===== src/rtl/battleship_cursor_ctrl.sv =====
// -----------------------------------------------------------------------------
// battleship_cursor_ctrl
//
// Moves a targeting cursor over a GRID_N x GRID_N board from debounced button
// levels, with press-edge stepping, wrap-around, hold-to-repeat, and a
// fire-request handshake that captures the target square.
//
// Parameters
//   GRID_N   : board rows/cols (2..8)
//   HOLD_DLY : cycles a direction is held before the first auto-repeat step
//   RPT_PER  : cycles between subsequent auto-repeat steps (1..HOLD_DLY)
//
// Ports
//   clk                  in   system clock
//   rst_n                in   asynchronous active-low reset
//   en                   in   targeting phase; buttons ignored when 0
//   btn_up/down/left/right/fire  in  debounced, clk-synchronous levels
//   fire_ack             in   game FSM consumed the shot
//   cur_row, cur_col     out  registered cursor position
//   fire_req             out  shot request, held until fire_ack
//   fire_row, fire_col   out  target captured at fire time
// -----------------------------------------------------------------------------
module battleship_cursor_ctrl #(
    parameter int GRID_N   = 8,
    parameter int HOLD_DLY = 50_000_000,
    parameter int RPT_PER  = 10_000_000
) (
    input  logic       clk,
    input  logic       rst_n,
    input  logic       en,
    input  logic       btn_up,
    input  logic       btn_down,
    input  logic       btn_left,
    input  logic       btn_right,
    input  logic       btn_fire,
    input  logic       fire_ack,
    output logic [2:0] cur_row,
    output logic [2:0] cur_col,
    output logic       fire_req,
    output logic [2:0] fire_row,
    output logic [2:0] fire_col
);

    localparam int               CNT_W      = $clog2(HOLD_DLY + 1);
    localparam logic [CNT_W-1:0] CNT_MAX    = CNT_W'(HOLD_DLY);
    localparam logic [CNT_W-1:0] CNT_TRIG   = CNT_W'(HOLD_DLY - 1);
    localparam logic [CNT_W-1:0] CNT_RELOAD = CNT_W'(HOLD_DLY - RPT_PER);
    localparam logic [2:0]       LAST       = 3'(GRID_N - 1);

    typedef enum logic [1:0] {
        IDLE,
        REQ,
        WAIT_REL
    } fire_state_t;

    fire_state_t      state;
    logic [4:0]       prev;       // {fire, up, down, left, right}
    logic [CNT_W-1:0] hold_cnt;

    logic [4:0]       lvl;
    logic [4:0]       edge_v;
    logic [3:0]       dir;
    logic [3:0]       dir_prev;
    logic             hold_rpt;
    logic [CNT_W-1:0] hold_next;
    logic             step_up, step_down, step_left, step_right;
    logic [2:0]       row_next, col_next;

    assign lvl      = {btn_fire, btn_up, btn_down, btn_left, btn_right};
    assign edge_v   = en ? (lvl & ~prev) : 5'b0;
    assign dir      = lvl[3:0];
    assign dir_prev = prev[3:0];

    // Hold counter: runs only while the same nonzero direction set is held.
    // Hitting the trigger value emits one repeat step and reloads so the
    // next trigger lands RPT_PER cycles later.
    always_comb begin
        // NOTE: every signal of a combinational block gets a default first,
        // so no path leaves it unassigned and no latch is inferred.
        hold_next = '0;
        hold_rpt  = 1'b0;
        if (en && dir != 4'b0 && dir == dir_prev) begin
            if (hold_cnt == CNT_TRIG) begin
                hold_rpt  = 1'b1;
                hold_next = CNT_RELOAD;
            end else if (hold_cnt != CNT_MAX) begin
                hold_next = hold_cnt + CNT_W'(1);
            end else begin
                hold_next = CNT_MAX;
            end
        end
    end

    assign step_up    = edge_v[3] | (hold_rpt & btn_up);
    assign step_down  = edge_v[2] | (hold_rpt & btn_down);
    assign step_left  = edge_v[1] | (hold_rpt & btn_left);
    assign step_right = edge_v[0] | (hold_rpt & btn_right);

    // Opposing steps on one axis cancel; the two axes are independent.
    always_comb begin
        row_next = cur_row;
        col_next = cur_col;
        if (step_down && !step_up)
            row_next = (cur_row == LAST) ? 3'd0 : cur_row + 3'd1;
        else if (step_up && !step_down)
            row_next = (cur_row == 3'd0) ? LAST : cur_row - 3'd1;
        if (step_right && !step_left)
            col_next = (cur_col == LAST) ? 3'd0 : cur_col + 3'd1;
        else if (step_left && !step_right)
            col_next = (cur_col == 3'd0) ? LAST : cur_col - 3'd1;
    end

    always_ff @(posedge clk or negedge rst_n) begin
        if (!rst_n) begin
            state    <= IDLE;
            fire_req <= 1'b0;
            fire_row <= 3'd0;
            fire_col <= 3'd0;
            cur_row  <= 3'd0;
            cur_col  <= 3'd0;
            hold_cnt <= '0;
            // Buttons held through reset must be released before they count.
            prev     <= 5'b11111;
        end else begin
            // NOTE: sequential state uses non-blocking assignments so every
            // register samples pre-edge values, independent of statement order.
            prev <= lvl;
            case (state)
                IDLE, WAIT_REL: begin
                    hold_cnt <= hold_next;
                    if (state == IDLE && edge_v[4]) begin
                        // Fire wins over any move sampled in the same cycle.
                        state    <= REQ;
                        fire_req <= 1'b1;
                        fire_row <= cur_row;
                        fire_col <= cur_col;
                    end else begin
                        cur_row <= row_next;
                        cur_col <= col_next;
                        if (state == WAIT_REL && !btn_fire)
                            state <= IDLE;
                    end
                end
                REQ: begin
                    // Cursor and hold counter frozen; only the ack matters.
                    if (fire_ack) begin
                        fire_req <= 1'b0;
                        state    <= btn_fire ? WAIT_REL : IDLE;
                    end
                end
                default: begin
                    state    <= IDLE;
                    fire_req <= 1'b0;
                end
            endcase
        end
    end

endmodule


===== config.mk =====
export PLATFORM = sky130hd
export DESIGN_NAME = battleship_cursor_ctrl
export DESIGN_NICKNAME = d
export VERILOG_FILES = /design/src/rtl/battleship_cursor_ctrl.sv
export SDC_FILE = /design/constraint.sdc
export NUM_CORES = 1
export LEC_CHECK = 0
export CAP_MARGIN = 30
export CELL_PAD_IN_SITES_DETAIL_PLACEMENT = 1
export CELL_PAD_IN_SITES_GLOBAL_PLACEMENT = 1
export CORE_ASPECT_RATIO = 0.6
export CORE_MARGIN = 5
export CORE_UTILIZATION = 48
export DETAILED_ROUTE_END_ITERATION = 12
export HOLD_SLACK_MARGIN = 0.15
export PLACE_DENSITY_LB_ADDON = 0.15
export SETUP_SLACK_MARGIN = 0.3
export SYNTH_ARGS = -nofsm -noshare
export SYNTH_HDL_FRONTEND = slang
export SYNTH_SLANG_ARGS = --single-unit

===== constraint.sdc =====
create_clock -name clk -period 5.9 [get_ports clk]
set_input_delay 1.475 -clock clk [delete_from_list [all_inputs] [get_ports clk]]
set_output_delay 1.475 -clock clk [all_outputs]
set_load 0.1 [all_outputs]

==> flow_summary.json <==
{
  "syn_area_mm2": 0.00276,
  "status": "complete, no violations",
  "finalCritPeriodShare_pct": 78.5,
  "vias": 2361,
  "reg2reg_to": "cur_col[0]",
  "setup_viol": 0,
  "fillers": 648,
  "start_kind": "input pin",
  "synthToLayoutAreaGrowth_pct": 15.1,
  "hold_end": "fire_row[2]",
  "drc": 0,
  "synthArstFlopShare_pct": 100,
  "vias_per_cell": 5.95,
  "ff2ff_path_depth": 10,
  "max-vdd-ir-drop_v": 0.000314,
  "worst_slew_pin_slew_ps": 988,
  "required_ps": 6110,
  "die_y_um": 68.7,
  "cts_tree": "done",
  "min_from": "fire_row[2]",
  "path_clk_slew_ps": 90,
  "synth_nets": 324,
  "synth_edf_count": 0,
  "dr.pass1.iters": 4,
  "grt_first_pass_wirelength_um": 12600,
  "initial_core_util_pct": 49.5,
  "die_x_um": 108,
  "synth-warning-count": 0,
  "hold_viol_final": 0,
  "synth_top_cell_by_area": "dfrtp_1",
  "r2r_setup_slack_ps": 2020,
  "cp_max_fo": 9,
  "endpoint_kind": "flop",
  "finalClockSkew_ps": 1.47,
  "regArea_mm2": 0.00116,
  "cts-resized-gates": 0,
  "arrival_ps": 4840,
  "cts_hold_buffers": 0,
  "multi_input_area_mm2": 0.00146,
  "syn_inst": 299,
  "cts.htree.levels": 2,
  "io_pins": 22,
  "worstHoldPathType": "flop to flop",
  "yosysTopAreaCellShare_pct": 37.2,
  "cts_inserted_buffers": 5,
  "reg2reg_from": "hold_cnt[0]",
  "portBuffers": 21,
  "rsz0062_at_grt": "false",
  "antenna_found_initial": 0,
  "hpwlAfterDp_um": 5480,
  "root_buffer": "clkbuf_8",
  "holdPathStages": 2,
  "antenna_cells": 0,
  "clock_sinks": 46,
  "path_class": "input pin to flop",
  "cts_setup_buffers": 0,
  "fin_crit_ps": 4630,
  "holdWs_ps": 482,
  "num_rows": 21,
  "drt-total-wl_um": 7550,
  "drtAntennaViolNets": 0,
  "grt_util_all_layers_pct": 22.4,
  "synth_cell_type_count": 54,
  "p_leak_nw": 1.27,
  "max_freq_ghz": 0.216,
  "drive_gt1_share_pct": 11.4,
  "cts.path.max_buffers": 2,
  "drt_iter0_drc": 116,
  "relSlewSlack_pct": 34.0,
  "grt_overflow_total": 0,
  "gp_congestion": 0.822,
  "nNetsFinal": 341,
  "synth-seq-cells": 46,
  "max_cap_violations": 0,
  "slew_violations": 0,
  "synth.avg_cell_area_um2": 9.23,
  "setup_tns_ps": 0,
  "dieArea_mm2": 0.00741,
  "coreArea_mm2": 0.00557,
  "synth.area.top_cells": "dfrtp_1 37%, ha_1 7.3%, o21ai_0 6.5%, dfstp_2 4.8%, nand2_1 4.8%",
  "grt_max_degree": 34,
  "clock_latency_ps": 310,
  "synth-seq-area-share_pct": 42.0,
  "synth_flop_cell": "dfrtp_1",
  "grt_pass1_vias": 2445,
  "powerDensity_mw_per_mm2": 386,
  "wire_per_inst_um": 19.0
}
[worst max path at each step]
stage,from,to,slack (ps),cells past startpoint
finish,btn_right,cur_col[0],1270,10
global route,btn_right,cur_col[0],1090,10
CTS,btn_right,cur_col[0],1280,10
detailed placement,btn_right,cur_col[0],1110,10
global placement,btn_up,cur_row[0],1300,10
floorplan,btn_up,cur_col[0],2070,10
[per-stage QoR]
step	util, %	instances	power [mW]	worst slack (ps)	instance area (um^2)
2_1_floorplan	-	299	0.787	2070	2760
3_3_place_gp	54.1	388	0.917	1300	3010
3_5_place_dp	54.4	389	0.937	1110	3030
4_1_cts	57.0	397	1.23	1280	3170
5_1_grt	57.0	397	1.28	1090	3170
6_report	57.0	397	1.22	1270	3170
[critical path, cell delays in order]
cell             delay (ps)
clkdlybuf4s50_1         520
ha_1                    340
nand3_1                 110
or3_1                   520
nor2_1                  350
a22o_1                  220
ha_1                    230
a211oi_1                590
o21ai_0                 180
mux2_2                  300
[sequential cells by signal, summed over array words and instances (netlist names)]
| register | cells |
|---|---|
| prev | 5 |
| cur_row | 3 |
| state | 2 |
| fire_col | 3 |
| fire_req | 1 |
| hold_cnt | 26 |
| fire_row | 3 |
| cur_col | 3 |
[power breakdown]
group / total [mW] / leakage [nW] / internal (mW) / switching [mW]
Sequential: 0.390 / 0.603 / 0.358 / 0.0318
Combinational: 0.538 / 0.595 / 0.127 / 0.411
Clock: 0.296 / 0.0714 / 0.181 / 0.116
[cells in the final DEF (no fill, tap or decap), drive strengths merged, types with 2 or more instances in the layout]
cell type	Yosys	final
dfstp	5	5
dfrtp	41	41
a31o	3	3
nand4	11	11
or4	4	4
a22o	5	5
a22oi	6	6
nor2	11	11
nor4	5	5
nor3	8	8
a211oi	2	2
and2	4	4
bufinv	0	2
mux2i	5	5
clkdlybuf4s50	0	20
buf	7	3
and4	2	2
a21oi	9	9
o22ai	4	4
o21a	2	2
nor4b	2	2
and3	3	3
nand3	17	17
nand4b	2	2
or3	3	3
ha	16	16
clkbuf	6	6
a31oi	8	8
mux2	2	2
o311ai	2	2
inv	23	23
o21ai	37	37
nand2	35	35
[metal layers]
| layer | up-vias | routed length (um) | track usage (%) |
|---|---|---|---|
| li1 | 1127 | - | - |
| met1 | 1184 | 3800 | 31.5 |
| met2 | 44 | 3360 | 35.3 |
| met3 | 6 | 296 | 5.86 |
| met4 | 0 | 87 | 4.41 |
| met5 | - | 0 | 0 |
[final cells by class]
class | count | share of cell area, %
clock buffers | 6 | 2.60
multi-input cells | 217 | 45.8
repair buffers | 23 | 7.33
well taps | 80 | 3.15
clock inverters | 2 | 1.89
inverters | 23 | 2.72
flip-flops and latches | 46 | 36.5
[kinds of logic after synthesis]
family	count (synthesis)	share of synthesized area [%]
buffers and inverters	36	5.31
and+or+nand+nor	110	23.0
adders and majority gates	16	7.26
DFF	46	42.0
muxes	7	2.63
xor gates and xnor gates	1	0.318
AOI/OAI and AO/OA	83	19.5
[cell usage after synthesis, types with 6 or more instances]
master	instances
a21oi_1	9
a22oi_1	6
a31oi_1	6
dfrtp_1	41
ha_1	16
inv_1	23
nand2_1	35
nand3_1	16
nand4_1	10
nor2_1	10
nor3_1	7
o21ai_0	36
Note: power is estimated with default switching activity, not from simulation.
==> edit, RTL diff (same flow settings) <==
Encoding of `fire_state_t`: now one-hot (3 bits for 3 states).
--- a/src/rtl/battleship_cursor_ctrl.sv
+++ b/src/rtl/battleship_cursor_ctrl.sv
@@ -47,10 +47,10 @@
     localparam logic [CNT_W-1:0] CNT_RELOAD = CNT_W'(HOLD_DLY - RPT_PER);
     localparam logic [2:0]       LAST       = 3'(GRID_N - 1);
 
-    typedef enum logic [1:0] {
-        IDLE,
-        REQ,
-        WAIT_REL
+    typedef enum logic [2:0] {
+        IDLE     = 3'b001,
+        REQ      = 3'b010,
+        WAIT_REL = 3'b100
     } fire_state_t;
 
     fire_state_t      state;
Formal check against the unedited RTL: no difference found for any inputs over 10 cycles, from zero or initial values and one cycle with rst_n low; not proved beyond that.
==> edit against the original RTL <==
Cell area rose by 2.8%. Critical endpoint is now cur_row[1]. Worst setup slack improved by 0.44 ns. Sequential cell count rose by 1. Total power rose by 2.3%. Area after synthesis rose by 3.2%. Die area rose by 2.8%. Cell count rose by 2.3%. Wire length rose by 6.5%.
==> edit: results <==
set metrics [dict create \
    status "completed" \
    finalClockSkew_ns 0.0114 \
    yosys-top-cells-area "dfrtp_1 36%, ha_1 7.0%, dfstp_2 5.5%" \
    reg2reg_slack_ns 2.19 \
    power.internal_uw 676 \
    syn_inst 306 \
    drt_iter0_drc 188 \
    yosysUniqueCellTypes 56 \
    post-place-ws_ns 1.36 \
    drive_gt1_frac 0.113 \
    crit_fanout 11 \
    place_hpwl_um 5900 \
    syn_nets 331 \
    critPathTopFamily "simple AND/OR/NAND/NOR gates" \
    crit_arrival_ns 4.43 \
    fin_ws_ns 1.70 \
    grtUsageMet1 0.348 \
    fin_nets 350 \
    worst_pin_slew_ns 0.990 \
    peakVddDrop_mv 0.326 \
    slowest_delay_ns 0.50 \
    cp_slowest_cell "nor3_1" \
    p_leak_uw 0.00134 \
    dp.cells 398 \
    ys_seq_area_frac 0.416 \
    layoutNonFillerInstCount 406 \
]
[edit: layout make-up]
cell class                 count  area [sq um]
clock buffer                   6          72.6
sequential                    47          1180
inverter                      20          75.1
multi-input combinational    225          1510
timing repair buffer          26           259
tap                           80           100
clock inverter                 2          60.1
fill                         662          2410
[edit: per-stage QoR]
step,area (sq um),util
after floorplan,2850,-
after global placement,3100,0.546
after detailed placement,3130,0.552
after CTS,3260,0.575
after global routing,3260,0.575
final,3260,0.575
[edit: worst min path at each step]
stage	slack, ns	start	to	cells past startpoint
2_1_floorplan	0.46	hold_cnt[22]	hold_cnt[22]	1
3_3_place_gp	0.49	fire_col[0]	fire_col[0]	1
3_5_place_dp	0.50	fire_col[1]	fire_col[1]	1
4_1_cts	0.52	fire_col[1]	fire_col[1]	1
5_1_grt	0.53	hold_cnt[22]	hold_cnt[22]	1
6_report	0.51	fire_col[1]	fire_col[1]	1
[edit: per-layer routing]
metal | vias up | wire length [um] | share of wire
li1 | 1166 | - | -
met1 | 1284 | 4030 | 0.50
met2 | 85 | 3400 | 0.42
met3 | 17 | 514 | 0.064
met4 | 0 | 98 | 0.012
met5 | - | 0 | 0
[edit: logic make-up (layout without fill, tap and decap cells)]
group,after synthesis,in the layout,synth area share
AO/OA/AOI/OAI,75,75,0.186
XOR/XNOR,3,3,0.00923
adder cells (fa/ha/maj),16,16,0.0703
buffers and inverters,34,54,0.0527
flip-flops,47,47,0.416
multiplexers,7,7,0.0272
AND/OR/NAND/NOR,124,124,0.239
[edit: power groups by stage]
stage / clock network (uW) / registers, uW / logic [uW]
floorplan: 0 / 706 / 113
global placement: 0 / 412 / 547
detailed placement: 0 / 414 / 558
CTS: 291 / 410 / 562
global route: 304 / 419 / 588
finish: 286 / 409 / 558
